`src/rtl/tm1638_responder.sv`:
```
// Device-side TM1638 model: decodes stb/sclk/dio frames, holds display RAM and control, returns key bytes.
// Optional framing-error counter built when TM1638_PROTO_ERR_EN is defined.
module tm1638_responder (
  input  logic        clk_50M,
  input  logic        reset,
  input  logic        stb,
  input  logic        sclk,
  input  logic        dio_in,
  output logic        dio_out,
  output logic        dio_oe,
  input  logic [31:0] keys,
  input  logic [3:0]  ram_raddr,
  output logic [7:0]  ram_rdata,
  output logic        disp_on,
  output logic [2:0]  disp_bright,
  output logic [7:0]  err_cnt
);

  typedef enum logic [2:0] {S_IDLE, S_CMD, S_WDATA, S_RDATA, S_IGNORE} state_t;

  state_t      r_state;
  state_t      w_next;

  logic [2:0]  r_stb_s;
  logic [2:0]  r_sclk_s;
  logic [2:0]  r_dio_s;

  logic [2:0]  r_bitcnt;
  logic [7:0]  r_shreg;
  logic [7:0]  r_byte;
  logic        r_byte_vld;

  logic        r_rd;
  logic        r_fixed;
  logic [3:0]  r_addr;
  logic [7:0]  r_ram [16];

  logic [31:0] r_rd_sh;
  logic [5:0]  r_rd_cnt;

  logic        w_stb_fall;
  logic        w_stb_rise;
  logic        w_active;
  logic        w_sclk_rise;
  logic        w_sclk_fall;
  logic        w_byte_evt;
  logic        w_rd_enter;

  // stb sync resets low so a frame already in progress at reset is ignored until stb cycles high then low
  always_ff @(posedge clk_50M) begin
    if (reset) begin
      r_stb_s  <= '0;
      r_sclk_s <= '1;
      r_dio_s  <= '1;
    end else begin
      r_stb_s  <= {r_stb_s[1:0], stb};
      r_sclk_s <= {r_sclk_s[1:0], sclk};
      r_dio_s  <= {r_dio_s[1:0], dio_in};
    end
  end

  assign w_stb_fall  = r_stb_s[2] & ~r_stb_s[1];
  assign w_stb_rise  = ~r_stb_s[2] & r_stb_s[1];
  assign w_active    = (r_state != S_IDLE) & ~w_stb_rise & ~w_stb_fall;
  assign w_sclk_rise = w_active & ~r_sclk_s[2] & r_sclk_s[1];
  assign w_sclk_fall = w_active & r_sclk_s[2] & ~r_sclk_s[1];
  assign w_byte_evt  = r_byte_vld & ~w_stb_rise & ~w_stb_fall;

  always_ff @(posedge clk_50M) begin
    if (reset) begin
      r_bitcnt   <= '0;
      r_shreg    <= '0;
      r_byte     <= '0;
      r_byte_vld <= 1'b0;
    end else begin
      r_byte_vld <= 1'b0;
      if (w_stb_rise || w_stb_fall) begin
        r_bitcnt <= '0;
      end else if (w_sclk_rise) begin
        r_shreg  <= {r_dio_s[1], r_shreg[7:1]};
        r_bitcnt <= r_bitcnt + 3'd1;
        if (r_bitcnt == 3'd7) begin
          r_byte     <= {r_dio_s[1], r_shreg[7:1]};
          r_byte_vld <= 1'b1;
        end
      end
    end
  end

  always_ff @(posedge clk_50M) begin
    if (reset) r_state <= S_IDLE;
    else       r_state <= w_next;
  end

  always_comb begin
    w_next = r_state;
    if (w_stb_rise) begin
      w_next = S_IDLE;
    end else if (w_stb_fall) begin
      w_next = S_CMD;
    end else if (w_byte_evt && (r_state == S_CMD)) begin
      case (r_byte[7:6])
        2'b01:   w_next = r_byte[1] ? S_RDATA : S_IGNORE;
        2'b11:   w_next = r_rd ? S_IGNORE : S_WDATA;
        default: w_next = S_IGNORE;
      endcase
    end
  end

  assign w_rd_enter = (w_next == S_RDATA) && (r_state != S_RDATA);

  always_ff @(posedge clk_50M) begin
    if (reset) begin
      r_rd        <= 1'b0;
      r_fixed     <= 1'b0;
      r_addr      <= '0;
      disp_on     <= 1'b0;
      disp_bright <= '0;
      ram_rdata   <= '0;
      for (int unsigned i = 0; i < 16; i++) r_ram[i] <= '0;
    end else begin
      ram_rdata <= r_ram[ram_raddr];
      if (w_byte_evt) begin
        case (r_state)
          S_CMD: begin
            case (r_byte[7:6])
              2'b01: begin
                r_rd    <= r_byte[1];
                r_fixed <= r_byte[2];
              end
              2'b10: begin
                disp_on     <= r_byte[3];
                disp_bright <= r_byte[2:0];
              end
              2'b11:   r_addr <= r_byte[3:0];
              default: ;
            endcase
          end
          S_WDATA: begin
            r_ram[r_addr] <= r_byte;
            if (!r_fixed) r_addr <= r_addr + 4'd1;
          end
          default: ;
        endcase
      end
    end
  end

  // Each sclk fall shifts out the next key bit; once 32 bits are gone the line idles high
  always_ff @(posedge clk_50M) begin
    if (reset) begin
      dio_oe   <= 1'b0;
      dio_out  <= 1'b1;
      r_rd_sh  <= '0;
      r_rd_cnt <= '0;
    end else if (w_stb_rise) begin
      dio_oe  <= 1'b0;
      dio_out <= 1'b1;
    end else if (w_rd_enter) begin
      dio_oe   <= 1'b1;
      dio_out  <= 1'b1;
      r_rd_sh  <= keys;
      r_rd_cnt <= '0;
    end else if ((r_state == S_RDATA) && w_sclk_fall) begin
      if (!r_rd_cnt[5]) begin
        dio_out  <= r_rd_sh[0];
        r_rd_sh  <= {1'b1, r_rd_sh[31:1]};
        r_rd_cnt <= r_rd_cnt + 6'd1;
      end else begin
        dio_out <= 1'b1;
      end
    end
  end

`ifdef TM1638_PROTO_ERR_EN
  logic [7:0] r_err_cnt;

  always_ff @(posedge clk_50M) begin
    if (reset) begin
      r_err_cnt <= '0;
    end else if (w_stb_rise && (r_bitcnt != 3'd0) && (r_err_cnt != 8'hFF)) begin
      r_err_cnt <= r_err_cnt + 8'd1;
    end
  end

  assign err_cnt = r_err_cnt;
`else
  assign err_cnt = '0;
`endif

endmodule

```
`config.mk`:
```
export PLATFORM = sky130hd
export DESIGN_NAME = tm1638_responder
export DESIGN_NICKNAME = d
export VERILOG_FILES = /design/src/rtl/tm1638_responder.sv
export SDC_FILE = /design/constraint.sdc
export NUM_CORES = 1
export LEC_CHECK = 0
export CAP_MARGIN = 25
export CORE_MARGIN = 2
export CORE_UTILIZATION = 40
export CTS_CLUSTER_SIZE = 40
export DETAILED_ROUTE_END_ITERATION = 10
export HOLD_SLACK_MARGIN = 0.12
export MAX_ROUTING_LAYER = met4
export PLACE_DENSITY_LB_ADDON = 0.1
export SLEW_MARGIN = 20
export SYNTH_ARGS = -nofsm -noshare
export SYNTH_HDL_FRONTEND = slang
export SYNTH_SLANG_ARGS = --single-unit
export TNS_END_PERCENT = 100
```
`constraint.sdc`:
```
create_clock -name clk_50M -period 5.6 [get_ports clk_50M]
set_input_delay 0.84 -clock clk_50M [delete_from_list [all_inputs] [get_ports clk_50M]]
set_output_delay 0.84 -clock clk_50M [all_outputs]
set_load 0.005 [all_outputs]
```
==> Word level (Yosys, flattened, before mapping) <==
Memory sizes are Yosys's and may differ from the RTL's. A register that Yosys moved wholly into a read port is not among the register bits.
Index checks and enable logic that the tools add are counted.
{ "totals": {"ff_bits": 81, "n_memories": 1, "wordCells": 97, "ram_bits": 128, "in_bits": 41, "output_inout_bits": 22} }
{ "memory_table": {"columns": ["name", "words", "word_bits", "read_ports", "rd_clocked_by_memory_dff", "wr", "line", "text"], "rows": [
  ["r_ram", 16, 8, 1, 1, 16, "36", "logic [7:0] r_ram [16];"]
]} }
{ "classes": {"reduce_logical": 19, "add_sub_neg": 3, "eq_ne": 12, "mux": 26, "bitwise": 18} }
{ "op_table": {"columns": ["op", "count"], "rows": [
  ["$mux W32", 3],
  ["$mux W6", 3],
  ["$mux W3", 5],
  ["$mux W4", 3],
  ["$reduce_and A3 Y1", 4],
  ["$and A1 B1 Y1", 10],
  ["$eq A3 B2 Y1 const B", 3],
  ["$mux W1", 9],
  ["$mux W8", 1],
  ["$not A1 Y1", 8],
  ["$pmux W4 S2", 1],
  ["$reduce_or A8 Y1", 1],
  ["$add A6 B1 Y6 const B", 1],
  ["$pmux W3 S2", 1],
  ["$reduce_or A3 Y1", 2],
  ["$add A4 B1 Y4 const B", 1],
  ["$eq A2 B2 Y1 const B", 2],
  ["$ne A2 B1 Y1 const B", 2],
  ["$reduce_and A2 Y1", 2],
  ["$reduce_and A4 Y1", 1],
  ["$reduce_bool A2 Y1", 2],
  ["$reduce_or A2 Y1", 2],
  ["$add A3 B1 Y3 const B", 1],
  ["$eq A3 B1 Y1 const B", 1],
  ["7 further kinds", 9]
]} }

==> Longest topological paths before layout <==
Gate-level depths: netlist of run 1.
{ "depth": {"depth_word": 13, "mapped_depth": 9} }

==> Worst setup path before layout of run 1 <==
OpenSTA, ideal clock, no wires.
{ "synth_timing": {"path_kind": "input to register", "from": "in ram_raddr[0]", "to": "reg ram_rdata[0], read port of r_ram", "t_arrival_ns": 2.289, "path_stages": 5, "n_path_buf": 2, "setup_slack_ns": 3.185, "cell_sequence": "buf_2 -> buf_1 -> mux4_2 -> a22oi_1 -> o21ai_0"} }
{ "synth_lines": {"columns": ["element", "line", "text"], "rows": [
  ["start, declared", "12", "input logic [3:0] ram_raddr,"],
  ["end, declared", "13", "output logic [7:0] ram_rdata,"]
]} }

==> results of run 1 <==
## area by class of cell
| class | instances | area (sq um) | area share [%] |
|---|---|---|---|
| Tap cell | 324 | 405 | 3.62 |
| Clock inverter | 16 | 156 | 1.40 |
| Inverter | 6 | 22.5 | 0.201 |
| Timing Repair Buffer | 58 | 598 | 5.35 |
| Sequential cell | 216 | 5610 | 50.1 |
| Multi-Input combinational cell | 510 | 3760 | 33.6 |
| Clock buffer | 28 | 637 | 5.69 |
## synth_stat cells, drive strengths merged, types with 2 or more instances
cell type | count | area, sq um
or3 | 3 | 18.8
nand3 | 23 | 115
nand2 | 53 | 199
mux4 | 32 | 721
dfxtp | 88 | 1760
nand4 | 2 | 12.5
nor3 | 31 | 165
xnor2 | 4 | 35.0
buf | 34 | 223
o21a | 2 | 15.0
edfxtp | 128 | 3840
a311oi | 22 | 330
a22oi | 16 | 120
nor4b | 3 | 41.3
ha | 9 | 113
nor3b | 3 | 22.5
nand2b | 6 | 37.5
nor4 | 3 | 18.8
or2 | 22 | 138
nor2 | 66 | 255
a21oi | 20 | 100
nand4b | 5 | 43.8
o21ai | 14 | 70.1
and4b | 2 | 20.0
nor2b | 7 | 43.8
mux2i | 26 | 260
inv | 6 | 22.5
and2 | 115 | 719
clkbuf | 35 | 131
## logic make-up (layout without fill, tap and decap cells)
logic type               after synthesis  count (layout)  synth area share [%]
other                                  1               8                0.0386
multiplexers                          58              58                  10.1
buffers and inverters                 75             108                  3.88
AO/OA/AOI/OAI                         80              80                  7.07
flip-flops                           216             216                  57.7
XOR/XNOR                               5               5                 0.451
AND/OR/NAND/NOR                      350             350                  19.6
adder cells (fa/ha/maj)                9               9                  1.16
## sequential cells by signal (all words and copies together) (netlist names), 4 cells and up
register and cells:
ram_rdata 8, r_shreg 7, r_byte 8, r_addr 4, r_rd_cnt 6, r_rd_sh 32, r_ram 128
## cells in the final DEF, fill, tap and decap left out, drive strengths merged, types with 2 or more instances in the layout
cell type / synthesis / layout
a22oi: 16 / 16
and4b: 2 / 2
buf: 34 / 7
nor2b: 7 / 7
nor2: 66 / 66
clkdlybuf4s50: 0 / 51
nand2b: 6 / 6
ha: 9 / 9
bufinv: 0 / 3
or3: 3 / 3
inv: 6 / 7
nand4b: 5 / 5
nor3b: 3 / 3
dfxtp: 88 / 88
nand4: 2 / 2
conb: 1 / 8
clkbuf: 35 / 28
nand2: 53 / 53
or2: 22 / 22
mux2i: 26 / 26
o21ai: 14 / 14
nand3: 23 / 23
mux4: 32 / 32
a311oi: 22 / 22
o21a: 2 / 2
clkinv: 0 / 11
xnor2: 4 / 4
nor4: 3 / 3
nor4b: 3 / 3
a21oi: 20 / 20
and2: 115 / 115
nor3: 31 / 31
edfxtp: 128 / 128
## worst paths after layout
path	end	cells after the start	from	slack (ns)
hold / removal	r_sclk_s[1]$_SDFF_PP1_	1	r_sclk_s[0]$_SDFF_PP1_	0.41
setup / recovery	r_ram[13][7]$_SDFFCE_PN0P_	6	r_stb_s[2]$_SDFF_PP0_	2.80
setup reg to reg	r_ram[13][7]$_SDFFCE_PN0P_	6	r_stb_s[2]$_SDFF_PP0_	2.80
hold reg to reg	r_sclk_s[1]$_SDFF_PP1_	1	r_sclk_s[0]$_SDFF_PP1_	0.41
## power by group through the flow
stage / logic [mW] / clock network (mW) / registers [mW]
final: 0.157 / 1.58 / 1.74
after global routing: 0.169 / 1.68 / 1.74
after CTS: 0.159 / 1.62 / 1.74
after detailed placement: 0.159 / 0 / 1.77
after global placement: 0.153 / 0 / 1.77
after floorplan: 0.0979 / 0 / 1.76
## through the flow
step                      setup WS [ns]  util (%)  std cells  hold WS (ns)  instance area, sq um
after floorplan                    3.18         -        801         0.389                  9740
after global placement             2.49      42.9       1111         0.394                 10300
after detailed placement           2.56      43.1       1114         0.399                 10400
after CTS                          2.76      46.4       1158         0.412                 11200
after global routing               2.49      46.4       1158         0.432                 11200
final                              2.80      46.4       1158         0.408                 11200
## routing by layer
layer / track usage [%] / wire length (um) / up-vias
met2: 27.9 / 10300 / 147
li1: - / - / 2897
met3: 2.39 / 955 / 28
met1: 25.2 / 10400 / 3038
met4: 3.85 / 429 / 0
met5: - / 0 / -
## worst max-delay path, cell delays in order (launching register included)
cell     delay [ns]
dfxtp_1        0.33
inv_1          0.04
ha_1           0.30
nor4b_4        0.57
nand4_1        0.46
nor2_1         0.48
or2_2          0.30
==> out/summary.txt, run 1 <==
Status - finished clean
CTS Hold Buffers Added - 0
Int Pwr - 2.75 mW
Die W - 160 um
Total GRT Usage - 17.9%
Drt pass-1 iters - 5
Comb pwr share - 4.5%
Final Hold Fails - 0
CTS Buf Count - 24
Ports - 63
GRT Residual Overflow - 0
Wire per inst - 19.0 um
Max cap viols - 0
DIE HEIGHT - 160 um
Setup-failing EPs final - 0
Routed WL - 22,000 um
Clock Latency Late Sink - 0.51 ns
Layout cells sized above 1 - 15.3%
DR DRC count - 0
Post-synth EDFFs - 128
Worst-path fanout max - 10
Leak - 3.90 nW
Fin. max-slew vios - 0
Required @ worst endpoint - 5.81 ns
First-pass GRT wire length - 35,100 um
Clock share of power - 45.5%
Clk_skew - 0.0148 ns
Largest net degree at the start of global routing - 54
Hold WC Path Type - flop to flop
Port bufs - 54
Yosys warns - 0
Initial antenna violation count - 0
Clk slew on worst S/H paths - 0.06 ns
Pwr per Cell Area - 311 nW/um^2
Clock Tree Buf Depth - 3
Drt initial violations - 450
TritonCTS Sinks - 216
Overall power - 3.48 mW
Fin crit share - 50.0%
Layout fillers - 2,236
Cells after Synth - 794
Worst vdd ir - 0.000203 V
Period minus WS final - 2.80 ns
Synth Area per Inst - 12.2 sq um
Ys async rst share - 0%
P_sw - 728 uW
Dpl hpwl - 14,600 um
# resized after CTS - 0
Tightest Pin Transition - 1.00 ns
Routed Antenna Nets - 0
RSZ-0062 raised after global routing - false
DIE AREA - 25,600 sq um
Initial Util - 40.3%
Vias per cell - 5.28
Core Rows - 57
Mapped Area - 9720 sq um
Crit path DAT - 3.01 ns
Area grow syn2layout - 15.1%
RD Place Congestion - 0.826
CTS tree - yes
Fin Setup TNS - 0 ns
Switching Share - 20.9%
CP Capture Type - flop
Final nets - 866
Setup repair bufs after CTS - 0
Total number of vias - 6,110
Ys flop type - edfxtp_1
Synth cell types - 50
CTS root buf - clkbuf_16
Normalized max-slew margin - 33.1%
Antenna fix cells - 0
Register area share after synthesis - 57.7%
#FFs+latches synth - 216
Max H-tree Level - 1
Critical path launch point type - flop
Crit path kind - flop to flop
Core area - 24,100 sq um
Fmax achieved - 357 MHz
Vias in the first global route - 6,183
Sequential Power Share - 50.0%
(Power assumes the default switching activity.)
==> inputs of run 2 (changes only) <==
==> constraint.sdc (replaced) <==
create_clock -name clk_50M -period 2.8 [get_ports clk_50M]
set_input_delay 0.42 -clock clk_50M [delete_from_list [all_inputs] [get_ports clk_50M]]
set_output_delay 0.42 -clock clk_50M [all_outputs]
set_load 0.005 [all_outputs]
==> run 2 against run 1 <==
Effect of this change:
- global-route usage is 0.073 points lower
- die area stayed put
- core utilization is 1.7 points higher
==> out/summary.txt, run 2 (synthesis results as in run 1) <==
Status - finished clean (unchanged)
DIE HEIGHT - 160 um (unchanged)
DR DRC count - 0 (unchanged)
TritonCTS Sinks - 216 (unchanged)
Max cap viols - 0 (unchanged)
Reg with most FFs - r_ram (unchanged)
Period minus WS final - 2.40 ns (was 2.80 ns)
Required @ worst endpoint - 3.18 ns (was 5.81 ns)
Fmax achieved - 416 MHz (was 357 MHz)
Total number of vias - 6,110 (unchanged)
Fin. max-slew vios - 0 (unchanged)
Reg2Reg Launch Point - r_stb_s[2]$_SDFF_PP0_ (unchanged)
First-pass GRT wire length - 35,300 um (was 35,100 um)
Core Rows - 57 (unchanged)
Vias in the first global route - 6,390 (was 6,183)
Top flop regs - r_ram (128), r_rd_sh (32) (unchanged)
Drt pass-1 iters - 5 (unchanged)
Clock share of power - 49.5% (was 45.5%)
Core area - 24,100 sq um (unchanged)
RSZ-0062 raised after global routing - false (unchanged)
Worst-path fanout max - 55 (was 10)
Clock Tree Buf Depth - 3 (unchanged)
Fin Setup TNS - 0 ns (unchanged)
Max H-tree Level - 1 (unchanged)
Setup-failing EPs final - 0 (unchanged)
Antenna fix cells - 0 (unchanged)
Total GRT Usage - 17.8% (was 17.9%)
CTS root buf - clkbuf_16 (unchanged)
Setup repair bufs after CTS - 0 (unchanged)
Layout Cells excl Fill - 1,191 (was 1,158)
Routed Antenna Nets - 0 (unchanged)
Die W - 160 um (unchanged)
Worst setup startpoint - r_stb_s[2]$_SDFF_PP0_ (unchanged)
Wire per inst - 18.1 um (was 19.0 um)
Worst vdd ir - 0.000377 V (was 0.000203 V)
Final nets - 898 (was 866)
Clk_skew - 0.0241 ns (was 0.0148 ns)
Drt initial violations - 385 (was 450)
Switching Share - 20.5% (was 20.9%)
CP max stage delay - 0.59 ns (was 0.57 ns)
DIE AREA - 25,600 sq um (unchanged)
Total area of multi-input combinational cells - 3760 sq um (unchanged)
P_sw - 1.54 mW (was 728 uW)
Leak - 4.15 nW (was 3.90 nW)
Port bufs - 54 (unchanged)
Initial antenna violation count - 0 (unchanged)
# resized after CTS - 0 (unchanged)
CTS tree - yes (unchanged)
Hold Slack - 0.413 ns (was 0.408 ns)
Int Pwr - 5.97 mW (was 2.75 mW)
Area grow syn2layout - 19.3% (was 15.1%)
Layout cells sized above 1 - 19.4% (was 15.3%)
Clk slew on worst S/H paths - 0.06 ns (about the same)
Dpl hpwl - 14,600 um (about the same)
DP Cell Count - 1,144 (was 1,114)
Largest net degree at the start of global routing - 56 (was 54)
Overall power - 7.50 mW (was 3.48 mW)
Hold WC Path Type - flop to flop (unchanged)
Tightest Pin Transition - 0.966 ns (was 1.00 ns)
Commonest non-fill, non-tap cell in the layout - edfxtp_1 (unchanged)
GRT Residual Overflow - 0 (unchanged)
Register area - 5610 sq um (unchanged)
Comb pwr share - 4.3% (was 4.5%)
Commonest cells after routing, fill and taps aside - edfxtp_1 (128), and2_1 (113), dfxtp_1 (88), nor2_1 (65), nand2_1 (53) (unchanged)
RD Place Congestion - 0.791 (was 0.826)
Ports - 63 (unchanged)
Fin crit share - 85.8% (was 50.0%)
Critical path cell sequence - inv_1 > ha_1 > or4b_4 > or3_2 > buf_12 > nor2_1 > a311oi_2 (was inv_1 > ha_1 > nor4b_4 > nand4_1 > nor2_1 > or2_2)
Clock Latency Late Sink - 0.53 ns (was 0.51 ns)
Critical path launch point type - flop (unchanged)
CTS Hold Buffers Added - 0 (unchanged)
Vias per cell - 5.13 (was 5.28)
CTS Buf Count - 26 (was 24)
Initial Util - 40.3% (unchanged)
Sequential Power Share - 46.2% (was 50.0%)
Max reg flops - 128 (unchanged)
Final Hold Fails - 0 (unchanged)
Min-delay src - r_sclk_s[0]$_SDFF_PP1_ (unchanged)
Slowest cell on crit path - or4b_4 (was nor4b_4)
Normalized max-slew margin - 35.4% (was 33.1%)
Crit path kind - flop to flop (unchanged)
Layout fillers - 2,197 (was 2,236)
Crit path DAT - 2.78 ns (was 3.01 ns)
Routed WL - 21,600 um (was 22,000 um)
Pwr per Cell Area - 647 nW/um^2 (was 311 nW/um^2)
CP Capture Type - flop (unchanged)
-- run 2: changes by cell type in the layout (fill, tap and decap cells not counted), sizes merged --
cell / before / now
buf: 7 / 37
bufinv: 3 / 6
clkbuf: 28 / 30
clkinv: 11 / 9
-- run 2: per-layer routing --
metal / up-vias / part of all wire, % / track usage [%]
met5: - / 0 / -
met4: 0 / 2.4 / 5.00
met3: 35 / 3.5 / 2.62
met2: 106 / 49 / 28.7
met1: 3013 / 45 / 23.6
li1: 2956 / - / -
-- run 2: area by class of cell --
class	count	area share, %
Multi-Input combinational cell	510	32.4
Clock inverter	17	2.23
Timing Repair Buffer	88	7.19
Sequential cell	216	48.4
Clock buffer	30	6.09
Inverter	6	0.194
Tap cell	324	3.50
-- run 2: final timing paths --
path	to	slack, ns	cells past startpoint
min	r_sclk_s[1]$_SDFF_PP1_	0.41	1
max	r_rd_sh[22]$_SDFFE_PP0P_	0.40	7
min reg2reg	r_sclk_s[1]$_SDFF_PP1_	0.41	1
max reg2reg	r_rd_sh[22]$_SDFFE_PP0P_	0.40	7
-- run 2: metrics by stage --
| step | cell area [sq um] | utilization [%] | worst slack, ns |
|---|---|---|---|
| 3_5_place_dp | 10600 | 44.1 | 0.409 |
| 2_1_floorplan | 9740 | - | 0.600 |
| 3_3_place_gp | 10600 | 44.1 | 0.446 |
| 5_1_grt | 11600 | 48.1 | 0.215 |
| 6_report | 11600 | 48.1 | 0.399 |
| 4_1_cts | 11600 | 48.1 | 0.401 |
-- run 2: power by group through the flow --
stage	sequential, mW	combinational (mW)	clock [mW]
global placement	3.53	0.325	0
CTS	3.47	0.331	3.78
global route	3.47	0.349	3.91
finish	3.47	0.325	3.71
detailed placement	3.54	0.330	0
floorplan	3.52	0.196	0
-- run 2: worst max-delay path: cells and delay by family (launching register included) --
family	cells	cell delay, ns
simple gates	3	1.27
compound gates	1	0.06
buf+inv	2	0.26
flops	1	0.33
fa+ha+maj	1	0.30
